`src/rtl/dcache_port_arbiter_pkg.sv`:
```
// Shared types for the data-cache port arbiter: FSM state encoding and the
// latched cache request that is replayed onto the cache port.
package dcache_arb_pkg;

  localparam int CACHE_WORD_BYTES = 4;
  localparam int CACHE_ADDR_W     = 32;
  localparam int CACHE_DATA_W     = 8 * CACHE_WORD_BYTES;

  typedef enum logic [1:0] {
    IDLE = 2'd0,
    BUSY = 2'd1,
    RESP = 2'd2
  } arb_state_e;

  typedef struct packed {
    logic                        write;
    logic                        tag;
    logic [CACHE_ADDR_W-1:0]     address;
    logic [CACHE_WORD_BYTES-1:0] write_select;
    logic [CACHE_DATA_W-1:0]     wr_data;
  } cache_req_t;

  // Reads carry no byte enables or data toward the cache.
  function automatic cache_req_t make_req(
    input logic                        write,
    input logic                        tag,
    input logic [CACHE_ADDR_W-1:0]     address,
    input logic [CACHE_WORD_BYTES-1:0] write_select,
    input logic [CACHE_DATA_W-1:0]     wr_data
  );
    cache_req_t r;
    r.write        = write;
    r.tag          = tag;
    r.address      = address;
    r.write_select = write ? write_select : '0;
    r.wr_data      = write ? wr_data : '0;
    return r;
  endfunction

endpackage

```
`src/rtl/dcache_port_arbiter_rr.sv`:
```
// Combinational round-robin picker: first requester at or after the pointer,
// wrapping past N-1 back to 0.
module rr_arbiter #(
  parameter int N = 2
) (
  input  logic [N-1:0]         request,
  input  logic [$clog2(N)-1:0] pointer,
  output logic [N-1:0]         grant,
  output logic [$clog2(N)-1:0] grant_idx
);

  localparam int IDX_W = $clog2(N);

  int               slot;
  logic [IDX_W-1:0] idx;
  logic             found;

  // NOTE: every variable assigned here gets a default first, so no path
  // leaves a value unassigned and no latch is inferred.
  always_comb begin
    grant     = '0;
    grant_idx = '0;
    found     = 1'b0;
    slot      = 0;
    idx       = '0;
    for (int i = 0; i < N; i++) begin
      slot = int'(pointer) + i;
      if (slot >= N) slot = slot - N;
      idx = IDX_W'(slot);
      if (!found && request[idx]) begin
        found      = 1'b1;
        grant[idx] = 1'b1;
        grant_idx  = idx;
      end
    end
  end

endmodule

```
`src/rtl/dcache_port_arbiter.sv`:
```
// Shares one data-cache port among N_REQ requesters: round-robin accept, one
// transaction in flight, timeout abort, one-cycle response to the owner.
module dcache_port_arbiter
  import dcache_arb_pkg::*;
#(
  parameter int N_REQ   = 2,
  parameter int TIMEOUT = 64
) (
  input  logic                   clk,
  input  logic                   reset_n,
  input  logic [N_REQ-1:0]       req_valid,
  output logic [N_REQ-1:0]       req_ready,
  input  logic [N_REQ-1:0]       req_write,
  input  logic [N_REQ-1:0]       req_tag,
  input  logic [N_REQ-1:0][31:0] req_address,
  input  logic [N_REQ-1:0][3:0]  req_write_select,
  input  logic [N_REQ-1:0][31:0] req_wr_data,
  output logic [N_REQ-1:0]       rsp_valid,
  output logic                   rsp_hit,
  output logic                   rsp_error,
  output logic [31:0]            rsp_rd_data,
  output logic [31:0]            cache_address,
  output logic                   cache_read,
  output logic                   cache_write,
  output logic                   cache_tag,
  output logic [3:0]             cache_write_select,
  output logic [31:0]            cache_wr_data,
  input  logic                   cache_hit,
  input  logic [31:0]            cache_rd_data,
  input  logic                   cache_done
);

  localparam int IDX_W = $clog2(N_REQ);
  localparam int CNT_W = $clog2(TIMEOUT);
  localparam logic [CNT_W-1:0] CNT_LAST = CNT_W'(TIMEOUT - 1);
  localparam logic [IDX_W-1:0] IDX_LAST = IDX_W'(N_REQ - 1);

  arb_state_e       state;
  cache_req_t       hold;
  logic [IDX_W-1:0] rr_ptr;
  logic [IDX_W-1:0] owner;
  logic [CNT_W-1:0] count;
  logic [N_REQ-1:0] grant;
  logic [IDX_W-1:0] grant_idx;
  logic             accept;

  rr_arbiter #(.N(N_REQ)) u_rr (
    .request   (req_valid),
    .pointer   (rr_ptr),
    .grant     (grant),
    .grant_idx (grant_idx)
  );

  assign accept    = (state == IDLE) && (|req_valid);
  assign req_ready = (state == IDLE) ? grant : '0;

  // NOTE: sequential state uses non-blocking assignments so every flop samples
  // pre-edge values, independent of statement order.
  always_ff @(posedge clk or negedge reset_n) begin
    if (!reset_n) begin
      state       <= IDLE;
      hold        <= '0;
      owner       <= '0;
      rr_ptr      <= '0;
      count       <= '0;
      rsp_hit     <= 1'b0;
      rsp_error   <= 1'b0;
      rsp_rd_data <= '0;
    end else begin
      unique case (state)
        IDLE: begin
          if (accept) begin
            hold  <= make_req(req_write[grant_idx], req_tag[grant_idx],
                              req_address[grant_idx], req_write_select[grant_idx],
                              req_wr_data[grant_idx]);
            owner <= grant_idx;
            count <= '0;
            state <= BUSY;
          end
        end
        BUSY: begin
          count <= count + 1'b1;
          // A done arriving on the last allowed cycle still wins over the abort.
          if (cache_done) begin
            rsp_hit     <= cache_hit;
            rsp_error   <= 1'b0;
            rsp_rd_data <= cache_rd_data;
            state       <= RESP;
          end else if (count == CNT_LAST) begin
            rsp_hit     <= 1'b0;
            rsp_error   <= 1'b1;
            rsp_rd_data <= '0;
            state       <= RESP;
          end
        end
        RESP: begin
          rr_ptr <= (owner == IDX_LAST) ? '0 : owner + 1'b1;
          count  <= '0;
          state  <= IDLE;
        end
        default: state <= IDLE;
      endcase
    end
  end

  // Strobes decode straight from the state flop, so an async reset drops them at once.
  assign cache_read         = (state == BUSY) && !hold.write;
  assign cache_write        = (state == BUSY) &&  hold.write;
  assign cache_address      = hold.address;
  assign cache_tag          = hold.tag;
  assign cache_write_select = hold.write_select;
  assign cache_wr_data      = hold.wr_data;

  always_comb begin
    rsp_valid = '0;
    if (state == RESP) rsp_valid[owner] = 1'b1;
  end

endmodule

```
`config.mk`:
```
export PLATFORM = sky130hd
export DESIGN_NAME = dcache_port_arbiter
export DESIGN_NICKNAME = d
export VERILOG_FILES = /design/src/rtl/dcache_port_arbiter_pkg.sv /design/src/rtl/dcache_port_arbiter_rr.sv /design/src/rtl/dcache_port_arbiter.sv
export SDC_FILE = /design/constraint.sdc
export NUM_CORES = 1
export LEC_CHECK = 0
export CAP_MARGIN = 5
export CORE_MARGIN = 3
export CORE_UTILIZATION = 35
export DETAILED_ROUTE_END_ITERATION = 12
export MAX_ROUTING_LAYER = met4
export PLACE_DENSITY_LB_ADDON = 0.3
export SKIP_LAST_GASP = 1
export SYNTH_ARGS = -nofsm -noshare
export SYNTH_HDL_FRONTEND = slang
export SYNTH_HIERARCHICAL = 1
export SYNTH_SLANG_ARGS = --single-unit
export TNS_END_PERCENT = 5
```
`constraint.sdc`:
```
create_clock -name clk -period 2.3 [get_ports clk]
set_clock_uncertainty 0.05 [all_clocks]
set_input_delay 0.46 -clock clk [delete_from_list [all_inputs] [get_ports clk]]
set_output_delay 0.46 -clock clk [all_outputs]
set_load 0.02 [all_outputs]
```
==> impl_results.md, run 1 <==
* Status: finished with violations
* Failing checks: negative setup slack
* Pin count of the biggest net entering global routing at 63
* Largest family of logic cells by synthesized area: multiplexers
* Synth warnings at 6
* Routed wire length at between 15 and 20 mm
* Sequential area share after synthesis at about 48%
* Worst slew pin tran at ~0.51 ns
* Core ar. at roughly 17000 um2
* Post-Syn Nets at between 600 and 700
* LEAKAGE at 3.88 nW
* Worst vdd ir at ~0.63 mV
* PD cells at roughly 1300 nW/um2
* Synth cell count leaders: dfrtp_1 (114), buf_4 (73), o2bb2ai_1 (67)
* CTS Buffer Depth at 2
* Placed cell area at 8560 um2
* PnR Total Power at approximately 12 mW
* Pins Over Slew Limit at 0
* Fin area at about 9000 um2
* DIE AREA at 18700 um2
* Simple-gate share of the synthesized area at 5.14%
* Yosys cell types at 42
* PortBufs at between 200 and 300
* Htree depth at 4
* CTS tree: done
* GRT Resource Usage Total at around 17%
* Starting Density at a little over a third
* Cts bufs inserted at 17
* Gp weighted congestion at approximately 0.80
* GRT Residual Overflow at 0
* Detailed Routing Iterations Pass 1 at 4
* Pre-CTS setup slack at -0.114 ns
* Vias in the first global route at ~4700
* Async SR Flop Fraction at 100%
* Clk sink count at 114
* Crit path required time at 1.79 ns
* First-pass GRT wire length at between 20 and 25 mm
* Delay-heaviest family, CP: buffers and inverters
* Ports at 287
* Num rows at 47
* Seq cells post-synth at about 110
* Root buf cell: clkbuf_16
* Area Overhead vs Synth at 52.4%
* Layout cells sized above 1 at between 10% and 20%
* Final setup violating endpoints at 4
* WL per Instance at 17.3 um
* Mean Syn Cell Area at ~13 um2
* Initial antenna violation count at 0
* Max incr delay on CP at 0.63 ns
* Dpl hpwl at 12.0 mm
* Crit-path cells: buf_4 -> nand2b_4 -> nor2_1 -> clkdlybuf4s50_1
* ANT nets after route at 0
* Final hold viol count at 0
* Most numerous cell in the Yosys netlist: dfrtp_1
* Worst-Skew Late Latency at 0.41 ns
* Ys flop type: dfrtp_1
* Critical path class: reg2out
* Ant diodes at 0
* CP Capture Type: output pin
* Data arrival, critical path at 1.93 ns
* MaxCap Viol Count at 0
* Post-synthesis adder-cell area fraction at 0.209%
* Leading area contributor after synthesis: dfrtp_1
* Mux contribution to synthesized area at around a fifth
* Synth area leaders: dfrtp_1 (48%), o2bb2ai_1 (9.8%), buf_4 (9.1%), mux2_2 (7.5%), mux2_4 (7.3%)
* Worst setup margin at -0.139 ns
* Xor/xnor share of the synthesized area at 0.146%
* Iter 0 DRT Violations at 161
* Synth top area share at a little under half
* Layout Nets at 870
* Achievable frequency at ~410 MHz
* DR vias at 4372
* Die X at 137 um
* Die Ht at between 100 and 150 um
* Worst Path Buf+Inv at 2
* Vias/cell at 4.74
* Mapped Area at around 6000 um2
* Clock-pin slew on the worst setup and hold paths at roughly 0.050 ns
* DRC errors left at 0
* Synthesized instance count at ~470
* Final period util at 106%
* Synth Area in Compound Gates at between 10% and 20%
* Post-synth EDFFs at 0
* Slowest-stage cell, CP: clkdlybuf4s50_1
* Crit start category: register
* Min-delay worst type: in2async
* Crit-path max FO at 6
* Unrepaired setup endpoints after global routing: yes
* Slew HR at approximately two thirds
* Period minus WS final at 2.44 ns
worst paths after layout:
path / end / from / cells past startpoint / slack (ns)
worst max-delay path: cache_read / state[1] / 4 / -0.14
worst min-delay path: cache_wr_data[8] / reset_n / 2 / 0.39
worst max register to register: cache_address[1] / rr_ptr / 5 / 0.52
worst min register to register: cache_wr_data[30] / cache_wr_data[30] / 1 / 0.43
max in group asynchronous: cache_write_select[0] / reset_n / 3 / 1.06
min in group clk: cache_wr_data[30] / cache_wr_data[30] / 1 / 0.43
flip-flops by register name, summed over array words and instances, names as in the netlist:
| name | cells |
|---|---|
| count | 6 |
| rsp_rd_data | 32 |
| cache_address | 32 |
| owner | 1 |
| cache_write_select | 4 |
| state | 2 |
| cache_tag | 1 |
| rsp_error | 1 |
| rr_ptr | 1 |
| hold | 1 |
| rsp_hit | 1 |
| cache_wr_data | 32 |
metrics by stage:
| stage | hold slack (ns) | cells | util, % | setup TNS [ns] |
|---|---|---|---|---|
| floorplan | 0.114 | 465 | - | 0 |
| global placement | 0.270 | 891 | 51.4 | -1.56 |
| detailed placement | 0.272 | 891 | 51.4 | -2.87 |
| CTS | 0.382 | 922 | 54.9 | -0.768 |
| global route | 0.390 | 922 | 54.9 | -0.774 |
| finish | 0.392 | 922 | 54.9 | -0.409 |
layout make-up:
class / instances / area, um2
clock inverter: 6 / 80.1
inverter: 2 / 7.51
sequential: 114 / 2850
tap: 220 / 275
clock buffer: 24 / 482
timing repair buffer: 304 / 3070
fill: 1360 / 7510
multi-input combinational: 252 / 2360
metal layers:
metal	vias up	global-route usage, %	wire length (um)
met5	-	-	0
met4	0	5.88	250
met3	20	5.00	1420
met2	191	29.2	7960
met1	2106	20.3	6340
li1	2055	-	-
placed cells by master (no fill, tap or decap), types with 2 or more instances in the layout:
cell	n
dfrtp_1	114
clkbuf_8	3
clkbuf_1	4
nand2_1	36
clkbuf_16	17
mux2i_1	36
o21a_1	2
inv_1	2
o2bb2ai_2	2
o2bb2ai_1	67
and2_1	4
clkdlybuf4s50_1	283
mux2_4	29
mux2_2	40
bufinv_16	2
buf_4	12
a22o_1	2
buf_12	6
clkinv_2	4
nor2_1	4
nand3_1	4
a21o_1	2
kinds of logic (layout without fill, tap and decap cells):
kind of cell | after synthesis | in the layout
flops | 114 | 114
buf+inv | 99 | 336
compound gates | 85 | 85
fa+ha+maj | 1 | 1
mux | 105 | 105
simple gates | 60 | 60
xor+xnor | 1 | 1
timing repair:
| action | in CTS | in global routing |
|---|---|---|
| endpoints found under the setup margin | 6 | 6 |
| hold buffers | 1 | 0 |
| buffers inserted | 0 | 0 |
| resized for setup | 1 | 1 |
| endpoints found under the hold margin | 11 | 0 |
worst register-to-register path, stage by stage, from the launching register on:
cell	delay, ns
dfrtp_1	0.40
inv_1	0.11
a21boi_4	0.20
buf_12	0.25
mux2_2	0.38
mux2_4	0.27
power breakdown:
part	leakage, nW	internal [mW]	switching (mW)
clock	0.280	1.66	0.872
sequential	1.42	2.96	0.572
combinational	2.18	3.11	2.74
total	3.88	7.73	4.18
No activity file was read; power rests on OpenSTA's default activity.
==> inputs of run 2 (changes only) <==
--- a/config.mk
+++ b/config.mk
@@ -5,6 +5,7 @@
 export SDC_FILE = /design/constraint.sdc
 export NUM_CORES = 1
 export LEC_CHECK = 0
+export ABC_CLOCK_PERIOD_IN_PS = 2300
 export CAP_MARGIN = 5
 export CORE_MARGIN = 3
 export CORE_UTILIZATION = 35
==> results of run 2 <==
Same layout as run 1: the final DEF is identical, and so are final timing and power.
